**config.mk**
```make
export PLATFORM = sky130hd
export DESIGN_NAME = irq_controller
export DESIGN_NICKNAME = d
export VERILOG_FILES = /design/src/rtl/irq_controller.sv
export SDC_FILE = /design/constraint.sdc
export NUM_CORES = 1
export LEC_CHECK = 0
export BUFFER_PORTS_ARGS = -buffer_cell sky130_fd_sc_hd__buf_2
export CORE_MARGIN = 2
export CORE_UTILIZATION = 24
export CTS_CLUSTER_SIZE = 30
export DETAILED_ROUTE_END_ITERATION = 10
export HOLD_SLACK_MARGIN = 0.1
export SYNTH_ARGS = -nofsm -noshare
export SYNTH_HDL_FRONTEND = slang
export SYNTH_SLANG_ARGS = --single-unit
```
**constraint.sdc**
```tcl
create_clock -name I_clk -period 1.91 [get_ports I_clk]
set_input_delay 0.382 -clock I_clk [delete_from_list [all_inputs] [get_ports I_clk]]
set_output_delay 0.382 -clock I_clk [all_outputs]
set_load 0.03 [all_outputs]
```
**src/rtl/irq_controller.sv**
```systemverilog
// External interrupt controller: synchronises and edge-detects peripheral lines,
// latches pending bits and arbitrates them (lowest index first) through a claim/complete port.
module irq_controller #(
  parameter int unsigned NUM_SRC = 8
) (
  input  logic               I_clk,
  input  logic               I_rst,
  input  logic [NUM_SRC-1:0] I_irq,
  input  logic               I_wen,
  input  logic               I_ren,
  input  logic [3:0]         I_addr,
  input  logic [31:0]        I_wdata,
  output logic [31:0]        O_rdata,
  output logic               O_extinterrupt
);

  typedef enum logic [1:0] {
    REG_PENDING   = 2'd0,
    REG_ENABLE    = 2'd1,
    REG_CLAIM     = 2'd2,
    REG_INSERVICE = 2'd3
  } reg_e;

  logic [NUM_SRC-1:0] s1_q, s2_q, s3_q;
  logic [NUM_SRC-1:0] pend_q, pend_d;
  logic [NUM_SRC-1:0] en_q, en_d;
  logic [NUM_SRC-1:0] ins_q, ins_d;
  logic [NUM_SRC-1:0] edge_w, elig, first_mask, take_mask, done_mask;
  logic [4:0]         claim_id;
  logic [31:0]        rdata_q, rdata_d;
  logic               ext_q;
  logic               claim_rd;
  reg_e               sel;

  // Address LSBs and write-data bits beyond the register width are don't-care.
  logic unused_bits;
  assign unused_bits = ^{I_addr, I_wdata};

  assign sel      = reg_e'(I_addr[3:2]);
  assign edge_w   = s2_q & ~s3_q;
  assign elig     = pend_q & en_q & ~ins_q;
  assign claim_rd = I_ren && !I_wen && (sel == REG_CLAIM);

  always_comb begin
    logic found;
    found      = 1'b0;
    claim_id   = '0;
    first_mask = '0;
    for (int unsigned i = 0; i < NUM_SRC; i++) begin
      if (elig[i] && !found) begin
        found         = 1'b1;
        claim_id      = 5'(i + 1);
        first_mask[i] = 1'b1;
      end
    end
  end

  // Complete only matches IDs 1..NUM_SRC, so bad IDs and idle sources drop out naturally.
  always_comb begin
    done_mask = '0;
    for (int unsigned i = 0; i < NUM_SRC; i++) begin
      if (I_wen && (sel == REG_CLAIM) && (I_wdata[4:0] == 5'(i + 1))) begin
        done_mask[i] = 1'b1;
      end
    end
  end

  assign take_mask = claim_rd ? first_mask : '0;
  assign pend_d    = (pend_q & ~take_mask) | edge_w;
  assign ins_d     = (ins_q | take_mask) & ~done_mask;
  assign en_d      = (I_wen && (sel == REG_ENABLE)) ? I_wdata[NUM_SRC-1:0] : en_q;

  always_comb begin
    rdata_d = rdata_q;
    if (I_wen && I_ren) begin
      rdata_d = '0;
    end else if (I_ren) begin
      unique case (sel)
        REG_PENDING:   rdata_d = 32'(pend_q);
        REG_ENABLE:    rdata_d = 32'(en_q);
        REG_CLAIM:     rdata_d = 32'(claim_id);
        REG_INSERVICE: rdata_d = 32'(ins_q);
        default:       rdata_d = '0;
      endcase
    end
  end

  always_ff @(posedge I_clk or posedge I_rst) begin
    if (I_rst) begin
      s1_q    <= '0;
      s2_q    <= '0;
      s3_q    <= '0;
      pend_q  <= '0;
      en_q    <= '0;
      ins_q   <= '0;
      rdata_q <= '0;
      ext_q   <= 1'b0;
    end else begin
      s1_q    <= I_irq;
      s2_q    <= s1_q;
      s3_q    <= s2_q;
      pend_q  <= pend_d;
      en_q    <= en_d;
      ins_q   <= ins_d;
      rdata_q <= rdata_d;
      ext_q   <= |elig;
    end
  end

  assign O_rdata        = rdata_q;
  assign O_extinterrupt = ext_q;

endmodule

```
==> Yosys cells after proc, flatten, opt, wreduce, memory -nomap -nowiden <==
Cells that the tools add are included.
{ "word_totals": {"reg_bits": 81, "inputBits": 48, "output_inout_bits": 33, "elab_cells": 95} }
{ "op_classes": {"eq_ne": 11, "mux": 34, "bitwise": 11, "n_reduce_logical": 31} }
{ "ops": {"columns": ["cell", "n"], "rows": [
  ["32-bit case mux with 4 select lines", 1],
  ["32-bit two-way mux", 2],
  ["8-bit bitwise AND", 5],
  ["5-bit two-way mux", 7],
  ["8-bit NOT", 4],
  ["1-bit two-way mux", 23],
  ["5-bit by 3-bit equality test with 1-bit output, second input constant", 4],
  ["1-bit logical AND", 20],
  ["8-bit bitwise OR", 2],
  ["5-bit by 2-bit equality test with 1-bit output, second input constant", 2],
  ["1-bit zero test", 8],
  ["8-bit two-way mux", 1],
  ["8-bit OR reduction", 1],
  ["5-bit by 1-bit equality test with 1-bit output, second input constant", 1],
  ["5-bit by 4-bit equality test with 1-bit output, second input constant", 1],
  ["2-bit equality test, second input constant", 2],
  ["2-bit by 1-bit equality test with 1-bit output, second input constant", 1],
  ["2-bit zero test", 1],
  ["2-bit nonzero test", 1]
]} }

==> Depth between registers and ports, before layout <==
Gate-level depths: netlist of the first run.
{ "depth": {"ltp_word": 28, "ltp_mapped": 6, "mapped_depth_nobuf": 5} }

==> Worst setup path after synthesis of the first run <==
No wires, ideal clock.
{ "synth_path": {"path_kind": "input -> register", "startpoint": "in I_addr[2]", "endpoint": "reg pend_q[7]", "setup_ns": 0.121, "arrival_time_ns": 1.370, "required_ns": 1.789, "slack_ns": 0.419, "stages": 4, "path_buffers": 0, "path_cell_list": "nand4bb_4 > nor4_4 > nand2_1 > a22o_1"} }
{ "synth_via": {"elab_chain_len": 6} }
{ "synth_rtl": {"columns": ["item", "line_no", "text"], "rows": [
  ["start: declaration", "11", "input logic [3:0] I_addr,"],
  ["2-bit equality test", "42", "assign claim_rd = I_ren && !I_wen && (sel == REG_CLAIM);"],
  ["1-bit logical AND", "42", null],
  ["8-bit two-way mux", "68", "assign take_mask = claim_rd ? first_mask : '0;"],
  ["8-bit NOT", "69", "assign pend_d = (pend_q & ~take_mask) | edge_w;"],
  ["8-bit bitwise AND", "69", null],
  ["8-bit bitwise OR", "69", null],
  ["net pend_d[7]", "25", "logic [NUM_SRC-1:0] pend_q, pend_d;"],
  ["end signal: assignment", "102", "pend_q <= pend_d;"],
  ["end: declaration", "25", null]
]} }
The timed path passes the listed nets, and every way through them passes these cells.
A chain may end at the register's enable or synchronous reset.

==> Worst setup path in the final report of the first run <==
{ "layout_path": {"startpoint": "reg en_q[0]", "endpoint": "reg ins_q[6]"} }
{ "layout_via": {"elab_chain_len": 24} }
{ "layout_rtl": {"columns": ["item", "line_no", "text"], "rows": [
  ["start: declaration", "26", "logic [NUM_SRC-1:0] en_q, en_d;"],
  ["start signal: assignment", "103", "en_q <= en_d;"],
  ["8-bit bitwise AND (*) (2 in a row)", "41", "assign elig = pend_q & en_q & ~ins_q;"],
  ["1-bit two-way mux (*)", "50", "if (elig[i] && !found) begin"],
  ["1-bit zero test", "50", null],
  ["1-bit logical AND", "50", null],
  ["1-bit two-way mux (*)", "50", null],
  ["1-bit zero test", "50", null],
  ["1-bit logical AND", "50", null],
  ["1-bit two-way mux (*)", "50", null],
  ["[8 not listed]", null, null],
  ["1-bit two-way mux (*)", "50", null],
  ["1-bit zero test (*)", "50", null],
  ["1-bit logical AND (*)", "50", null],
  ["1-bit two-way mux (*)", "50", null],
  ["8-bit two-way mux (*)", "68", null],
  ["8-bit bitwise OR (*)", "70", "assign ins_d = (ins_q | take_mask) & ~done_mask;"],
  ["8-bit bitwise AND (*)", "70", null],
  ["net ins_d[6]", "27", "logic [NUM_SRC-1:0] ins_q, ins_d;"],
  ["end signal: assignment", "104", "ins_q <= ins_d;"],
  ["end: declaration", "27", null]
]} }
The timed path passes the listed nets; every way through them passes the cells marked *.

==> flow_summary_export.csv, run 1 <==
group,metric,value,unit
power,p_switching,0.987,mW
die,num_io_pins,81,
sta,fmax,0.617,GHz
clocking,cts_buffers,9,
power,p_comb_share,19.7,%
clocking,cts.clk_slew.worst_paths,60,ps
drt,antenna_left,0,
critical_path,reg2reg_setup_slack,290,ps
cells_and_area,fill_cells,1082,
synthesis,synth_cells,217,
global_route,antenna_found_initial,0,
die,die_area,0.0112,sq mm
power,power_frac_seq,43.7,%
power,ir_drop,0.000394,V
cells_and_area,multi_input_area,900,sq um
critical_path,worst-path-max-fanout,5,
cells_and_area,final_cell_area,0.00299,sq mm
sta,rsz0062_at_grt,"false",
power,power_density,1140,mW/mm^2
synthesis,syn_area,0.00249,sq mm
synthesis,ys_ff_latch,57,
sta,fin_crit,1620,ps
cells_and_area,fin_nets,308,
run,maxCapViolCount,0,
power,leakagePower,1.38,nW
synthesis,synth_edf_count,0,
drt,drcViolationCount,0,
power,clockPowerShare,36.6,%
drt,wl,5060,um
sta,setup_viol,0,
cells_and_area,seq_area,0.00143,sq mm
clocking,clock-sinks,57,
placed_design,gp_congestion,0.890,
critical_path,cp.arrival,1880,ps
sta,fin_skew,6.77,ps
sta,fin_crit_sh,84.8,%
clocking,cts_buffer_depth,2,
synthesis,ys.flop_type,"dfrtp_1",
run_status,status,"finished clean",
synthesis,seq_area_frac_synth,57.2,%
die,rows,37,
sta,finalHoldViolations,0,
cells_and_area,drive_above_1_share,21.9,%
global_route,first_global_vias,1659,
clocking,cts_resized,0,
min_path,hp-class,"primary input to register",
synthesis,ys_async_sr_fraction,100,%
clocking,tritoncts,"done",
clocking,htree_num_levels,3,
sta,fin_ws,290,ps
placed_design,numPortBuffers,30,
drt,drt_pass1_iterations,4,
placed_design,place_area,0.00276,sq mm
clocking,post_cts_buffers,0,
clocking,cts-root-buf,"clkbuf_8",
clocking,clkLatencyLatePin,330,ps
power,p_total,3.42,mW
power,p_sw_share,28.9,%
cells_and_area,n_antenna_cell,0,
cells_and_area,syn2layout_area_growth,20.1,%
global_route,track_usage,9.92,%
global_route,grt_max_degree,58,
die,die_height,106,um
sta,final-max-slew-violation-count,0,
drt,vias_per_cell,4.24,
die,die_x,106,um
sta,tns,0,ps
critical_path,cp.required,2170,ps
critical_path,critPathCaptureType,"register",
critical_path,crit_type,"register to register",
synthesis,yosys_warnings,0,
synthesis,avgSynthCellArea,11.5,sq um
die,coreArea,0.0102,sq mm
drt,vias,1699,
critical_path,crit_path_start_kind,"register",
synthesis,synth_cell_types,40,
power,internal-power,2.43,mW
global_route,overflow,0,
drt,drtIter0Drc,114,
placed_design,dp_hpwl,3670,um
die,start_util,24.5,%
global_route,grt_first_pass_wirelength,8450,um
placed_design,post-place-ws,282,ps
drt,wire_per_inst,12.6,um
[state kept, by name (all words and copies together), names as in the netlist]
register / cells
O_extinterrupt: 1
O_rdata: 8
en_q: 8
ins_q: 8
pend_q: 8
s1_q: 8
s2_q: 8
s3_q: 8
[cell usage in the layout, fill, tap and decap left out, types with 4 or more instances in the layout]
cell | Yosys | final
nand3b_1 | 7 | 7
dfrtp_1 | 57 | 57
a31oi_1 | 5 | 5
nand2_1 | 8 | 8
nand3_1 | 4 | 4
buf_4 | 25 | 6
buf_2 | 1 | 30
mux2i_1 | 8 | 8
conb_1 | 1 | 24
o21ai_0 | 6 | 6
mux2_2 | 4 | 4
a21oi_1 | 16 | 16
o2bb2ai_1 | 4 | 4
nor2_1 | 14 | 14
clkbuf_8 | 0 | 11
o21ai_1 | 4 | 4
inv_1 | 13 | 12
[power by group through the flow]
stage / registers (mW) / logic, mW / clock network (mW)
detailed placement: 1.52 / 0.674 / 0
global route: 1.52 / 0.750 / 1.35
floorplan: 1.53 / 0.500 / 0
finish: 1.49 / 0.673 / 1.25
global placement: 1.51 / 0.664 / 0
CTS: 1.49 / 0.678 / 1.29
[worst max-delay path, stage by stage, from the launching register on]
cell and delay, ps:
dfrtp_1 410, nand3b_1 190, nand3_1 140, or3_1 420, nor2_1 210, a2bb2oi_1 180
[Yosys cell counts (all sizes together), types with 3 or more instances]
cell type / n / share of area (%)
nor2: 14 / 2.1
inv: 13 / 2.0
mux2: 7 / 3.2
nand2: 8 / 1.2
mux2i: 8 / 3.2
a31oi: 5 / 1.3
and3b: 3 / 1.1
a21oi: 16 / 3.2
dfrtp: 57 / 57
a2bb2oi: 3 / 1.1
o21ai: 10 / 2.0
a22o: 3 / 1.1
nand3: 4 / 0.80
o2bb2ai: 4 / 1.4
nand3b: 7 / 2.1
buf: 26 / 7.7
clkbuf: 3 / 0.45
[final timing paths]
kind                                       to  depth (start not counted)           startpoint
min reg2reg                 s2_q[1]$_DFF_PP0_                          0    s1_q[1]$_DFF_PP0_
min                         s1_q[2]$_DFF_PP0_                          1             I_irq[2]
max reg2reg                ins_q[6]$_DFF_PP0_                          5  en_q[0]$_DFFE_PP0P_
min in group asynchronous   s1_q[2]$_DFF_PP0_                          4                I_rst
max                        ins_q[6]$_DFF_PP0_                          5  en_q[0]$_DFFE_PP0P_
max in group asynchronous   s2_q[3]$_DFF_PP0_                          4                I_rst
[layer usage]
layer	GRT usage (%)	wire length, um	share of wire [%]
met1	13.3	2360	47
met3	5.33	481	9.5
met4	2.82	54	1.1
met2	13.9	2150	43
met5	0	0	0
[cell type report]
cell class	instances	share of cell area, %
clock buffers	14	5.43
clock inverters	2	2.01
inverters	13	1.63
multi-input cells	141	30.1
flip-flops and latches	57	47.7
well taps	136	5.69
repair buffers	38	7.53
[cells by family (layout without fill, tap and decap cells)]
logic type             after synthesis  after routing  synth area share (%)
multiplexers                        15             15                  6.38
AND/OR/NAND/NOR                     53             53                  13.5
buffers and inverters               42             67                  10.1
other                                1             24                 0.150
flip-flops                          57             57                  57.2
AO/OA/AOI/OAI                       49             49                  12.6
[stage by stage]
stage	util, %	hold WS [ps]	std cells
floorplan	-	331	240
global placement	27.1	333	384
detailed placement	27.1	335	384
CTS	29.4	137	401
global route	29.4	123	401
finish	29.4	152	401
[repair_timing]
item	in CTS	in global routing
endpoints found under the hold margin	1	0
hold buffers	1	0
endpoints found under the setup margin	0	0
No activity file was read; power rests on OpenSTA's default activity.
==> inputs of run 2 (changes only) <==
==> constraint.sdc (replaced) <==
create_clock -name I_clk -period 1.6 [get_ports I_clk]
set_input_delay 0.32 -clock I_clk [delete_from_list [all_inputs] [get_ports I_clk]]
set_output_delay 0.32 -clock I_clk [all_outputs]
set_load 0.03 [all_outputs]
==> flow_summary_export.csv, run 2 (synthesis gave the netlist of run 1 again) <==
group,metric,value,unit
cells_and_area,final_cell_area,0.00316,sq mm
global_route,track_usage,10.3,%
die,die_height,106,um
die,coreArea,0.0102,sq mm
run,maxCapViolCount,0,
sta,fin_crit_sh,96.9,%
drt,wire_per_inst,12.7,um
clocking,cts.clk_slew.worst_paths,60,ps
placed_design,post-place-ws,21.8,ps
global_route,first_global_vias,1738,
clocking,tritoncts,"done",
global_route,antenna_found_initial,0,
power,leakagePower,1.47,nW
sta,fin_crit,1550,ps
die,die_area,0.0112,sq mm
drt,drcViolationCount,0,
cells_and_area,post-route-util,31.0,%
power,power_density,1280,mW/mm^2
cells_and_area,syn2layout_area_growth,26.9,%
clocking,clock-sinks,57,
clocking,cts_buffer_depth,2,
drt,vias_per_cell,4.20,
critical_path,critPathCaptureType,"register",
global_route,grt_first_pass_wirelength,8840,um
drt,drtIter0Drc,102,
cells_and_area,layout_commonest_cell,"dfrtp_1",
critical_path,cp.required,1860,ps
cells_and_area,drive_above_1_share,25.9,%
drt,wl,5350,um
placed_design,dp_hpwl,3830,um
sta,fin_hold_ws,205,ps
cells_and_area,fill_cells,1054,
die,die_x,106,um
critical_path,crit_path_start_kind,"register",
power,p_sw_share,30.8,%
placed_design,gp_congestion,0.896,
cells_and_area,seq_area,0.00143,sq mm
power,power_frac_seq,44.0,%
cells_and_area,n_antenna_cell,0,
die,num_io_pins,81,
cells_and_area,fin_nets,329,
sta,maxSlewHeadroom,60.8,%
critical_path,cp.arrival,1810,ps
global_route,grt_max_degree,58,
clocking,clkLatencyLatePin,340,ps
critical_path,crit_type,"register to register",
placed_design,place_area,0.00285,sq mm
die,rows,37,
sta,finalHoldViolations,0,
critical_path,cpMaxStageDelayCell,"or3_4",
clocking,cts-root-buf,"clkbuf_8",
power,ir_drop,0.000401,V
power,p_total,4.04,mW
drt,antenna_left,0,
global_route,overflow,0,
placed_design,numPortBuffers,30,
critical_path,worst-path-max-fanout,4,
critical_path,slowest_delay,440,ps
min_path,hp-class,"primary input to register",
cells_and_area,multi_input_area,917,sq um
clocking,cts_buffers,9,
sta,fin_ws,49.1,ps
sta,fin_skew,5.96,ps
clocking,htree_num_levels,3,
drt,drt_pass1_iterations,4,
critical_path,path_cells,"nand3b_1, nand3_1, or3_4, nor2_4, a2bb2oi_1",
cells_and_area,final_cell_mix,"57 x dfrtp_1, 30 x buf_2, 24 x conb_1",
drt,vias,1773,
power,clockPowerShare,32.3,%
die,start_util,24.5,%
sta,setup_viol,0,
sta,worstMarginPinSlew,580,ps
run_status,status,"finished clean",
power,p_comb_share,23.7,%
sta,fmax,0.645,GHz
power,internal-power,2.80,mW
power,p_switching,1.24,mW
sta,final-max-slew-violation-count,0,
==> run 2: repair_timing <==
| item | CTS | global route |
|---|---|---|
| setup buffers | 0 | 2 |
| hold buffers | 9 | 0 |
| setup endpoints to repair | 0 | 4 |
| gates resized for setup | 0 | 5 |
| endpoints found under the hold margin | 65 | 0 |
==> run 2: power groups by stage <==
stage	Clock [mW]	Sequential (mW)	Combinational, mW
3_5_place_dp	0	1.80	0.890
4_1_cts	1.36	1.78	0.912
5_1_grt	1.42	1.81	1.05
6_report	1.30	1.78	0.958
3_3_place_gp	0	1.79	0.878
2_1_floorplan	0	1.83	0.597
==> run 2: layer usage <==
layer | global-route usage, % | vias to the layer above | part of all wire [%]
met5 | 0 | - | 0
met4 | 3.76 | 0 | 1.5
met3 | 5.58 | 9 | 10
met2 | 14.2 | 75 | 42
met1 | 13.6 | 846 | 46
li1 | - | 843 | -
==> run 2: worst max-delay path, delay by kind of cell, from the launching register on <==
family           cells  cell delay (ps)
AND/OR/NAND/NOR      4              890
flip-flops           1              400
AO/OA/AOI/OAI        1              180
==> run 2: worst paths after layout <==
path                                     from                      to  slack [ps]  cells after the start
hold / removal                     I_wdata[7]     en_q[7]$_DFFE_PP0P_         210                      2
setup / recovery           ins_q[2]$_DFF_PP0_      ins_q[6]$_DFF_PP0_          50                      5
hold reg to reg             s1_q[1]$_DFF_PP0_       s2_q[1]$_DFF_PP0_         350                      0
max in group asynchronous               I_rst  O_rdata[6]$_DFFE_PP0P_         740                      4
min in group asynchronous               I_rst       s1_q[2]$_DFF_PP0_         600                      4
setup reg to reg           ins_q[2]$_DFF_PP0_      ins_q[6]$_DFF_PP0_          50                      5
==> run 2: final cells by class <==
type,count,share of cell area (%)
sequential,57,45.1
multi-input combinational,141,29.0
clock buffer,13,4.71
clock inverter,3,1.27
timing repair buffer,59,12.9
tap,136,5.38
inverter,13,1.66
==> run 2: metrics by stage <==
step                      std cells  setup TNS [ps]
after floorplan                 240               0
after global placement          395               0
after detailed placement        395               0
after CTS                       420               0
after global routing            422           -21.0
final                           422               0
==> inputs of run 3 (changes only) <==
--- a/config.mk
+++ b/config.mk
@@ -11,6 +11,7 @@
 export CTS_CLUSTER_SIZE = 30
 export DETAILED_ROUTE_END_ITERATION = 10
 export HOLD_SLACK_MARGIN = 0.1
+export SETUP_SLACK_MARGIN = 0.1
 export SYNTH_ARGS = -nofsm -noshare
 export SYNTH_HDL_FRONTEND = slang
 export SYNTH_SLANG_ARGS = --single-unit
==> flow_summary_export.csv, run 3 (synthesis gave the netlist of run 1 again) <==
group,metric,value,unit
global_route,track_usage,10.4,%
clocking,tritoncts,"done",
sta,finalHoldViolations,0,
sta,maxSlewHeadroom,53.7,%
drt,wl_met3,550,um
drt,top_layer,"met4",
sta,fin_crit,1530,ps
drt,drcViolationCount,0,
die,die_height,106,um
drt,wire_per_inst,13.1,um
clocking,cts.clk_slew.worst_paths,60,ps
placed_design,dp_hpwl,3830,um
sta,fmax,0.655,GHz
run_status,status,"finished clean",
sta,rsz0062_at_grt,"true",
global_route,grt_first_pass_wirelength,8930,um
die,rows,37,
drt,drt_pass1_iterations,4,
cells_and_area,fin_cells,431,
critical_path,crit_path_start_kind,"register",
clocking,clkLatencyLatePin,340,ps
placed_design,gp_congestion,0.896,
global_route,grt_max_degree,58,
drt,drt-met1-wl,2540,um
die,die_area,0.0112,sq mm
drt,vias_per_cell,4.17,
clocking,htree_num_levels,3,
power,ir_drop,0.000413,V
clocking,cts_buffers,9,
sta,fin_skew,5.59,ps
placed_design,numPortBuffers,30,
sta,worstMarginPinSlew,685,ps
die,die_x,106,um
die,num_io_pins,81,
sta,final-max-slew-violation-count,0,
drt,antenna_left,0,
die,coreArea,0.0102,sq mm
clocking,clock-sinks,57,
cells_and_area,syn2layout_area_growth,30.4,%
power,power_density,1290,mW/mm^2
global_route,overflow,0,
power,leakagePower,1.52,nW
global_route,first_global_vias,1748,
drt,vias,1796,
cells_and_area,final_cell_mix,"57 x dfrtp_1, 31 x buf_2, 26 x buf_4",
critical_path,crit_type,"register to register",
cells_and_area,drive_above_1_share,30.2,%
critical_path,cp.arrival,1760,ps
cells_and_area,layout_commonest_cell,"dfrtp_1",
drt,dr_wl_met2,2480,um
clocking,cts-root-buf,"clkbuf_8",
drt,wl,5650,um
global_route,antenna_found_initial,0,
cells_and_area,fin_nets,338,
sta,fin_crit_sh,95.4,%
critical_path,critPathCaptureType,"register",
run,maxCapViolCount,0,
cells_and_area,n_antenna_cell,0,
critical_path,worst-path-max-fanout,5,
critical_path,reg2reg_setup_slack,70,ps
placed_design,placed_cells,395,
sta,setup_viol,0,
critical_path,cp.required,1830,ps
drt,drtIter0Drc,91,
die,start_util,24.5,%
clocking,cts_buffer_depth,2,
sta,tns,0,ps
min_path,hp-class,"primary input to register",
[run 3: cell types whose count changed in the layout (fill, tap and decap cells not counted), sizes merged]
cell and delta:
buf +9
[run 3: through the flow]
stage                     hold slack, ps  worst slack [ps]  util (%)  power [mW]  cell area [sq um]
final                                204              72.9      31.9        4.20               3250
after global placement               333              42.6      27.9        2.67               2850
after floorplan                      331               143         -        2.43               2580
after global routing                 200              21.6      31.9        4.43               3250
after detailed placement             335              21.8      27.9        2.69               2850
after CTS                            187              93.1      31.3        4.16               3190
[run 3: layout make-up]
class,count,area (sq um)
Fill cell,1050,6940
Sequential cell,57,1430
Multi-Input combinational cell,141,940
Timing Repair Buffer,68,472
Tap cell,136,170
Clock buffer,13,149
Inverter,13,52.6
Clock inverter,3,40.0
[run 3: worst paths after layout]
| kind | startpoint | end | cells after the start |
|---|---|---|---|
| worst max-delay path | pend_q[1]$_DFF_PP0_ | pend_q[7]$_DFF_PP0_ | 5 |
| worst min-delay path | I_wdata[7] | en_q[7]$_DFFE_PP0P_ | 2 |
| worst max register to register | pend_q[1]$_DFF_PP0_ | pend_q[7]$_DFF_PP0_ | 5 |
| worst min register to register | s1_q[1]$_DFF_PP0_ | s2_q[1]$_DFF_PP0_ | 0 |
| max in group asynchronous | I_rst | O_rdata[6]$_DFFE_PP0P_ | 4 |
| min in group asynchronous | I_rst | s1_q[2]$_DFF_PP0_ | 4 |
[run 3: critical path: stages, from the launching register on]
cell     delay [ps]
dfrtp_1         410
and3b_2         260
nor4_4          310
buf_6           170
nand2_1          80
a22o_1          190
[run 3: per-layer routing]
metal	vias up	global-route usage, %
met4	0	3.67
met2	74	14.6
met3	12	5.40
met1	848	13.8
met5	-	0
li1	862	-
[run 3: what timing repair did]
| action | CTS | global route |
|---|---|---|
| hold endpoints to repair | 65 | 0 |
| gates cloned | 0 | 1 |
| pin swaps | 4 | 7 |
| gates resized for setup | 2 | 10 |
| buffers inserted | 7 | 3 |
| hold buffers | 9 | 0 |
| endpoints found under the setup margin | 4 | 10 |
[run 3: power by group]
part | internal [mW] | switching [mW] | total, mW
clock network | 0.757 | 0.550 | 1.31
registers | 1.64 | 0.131 | 1.77
logic | 0.500 | 0.625 | 1.12
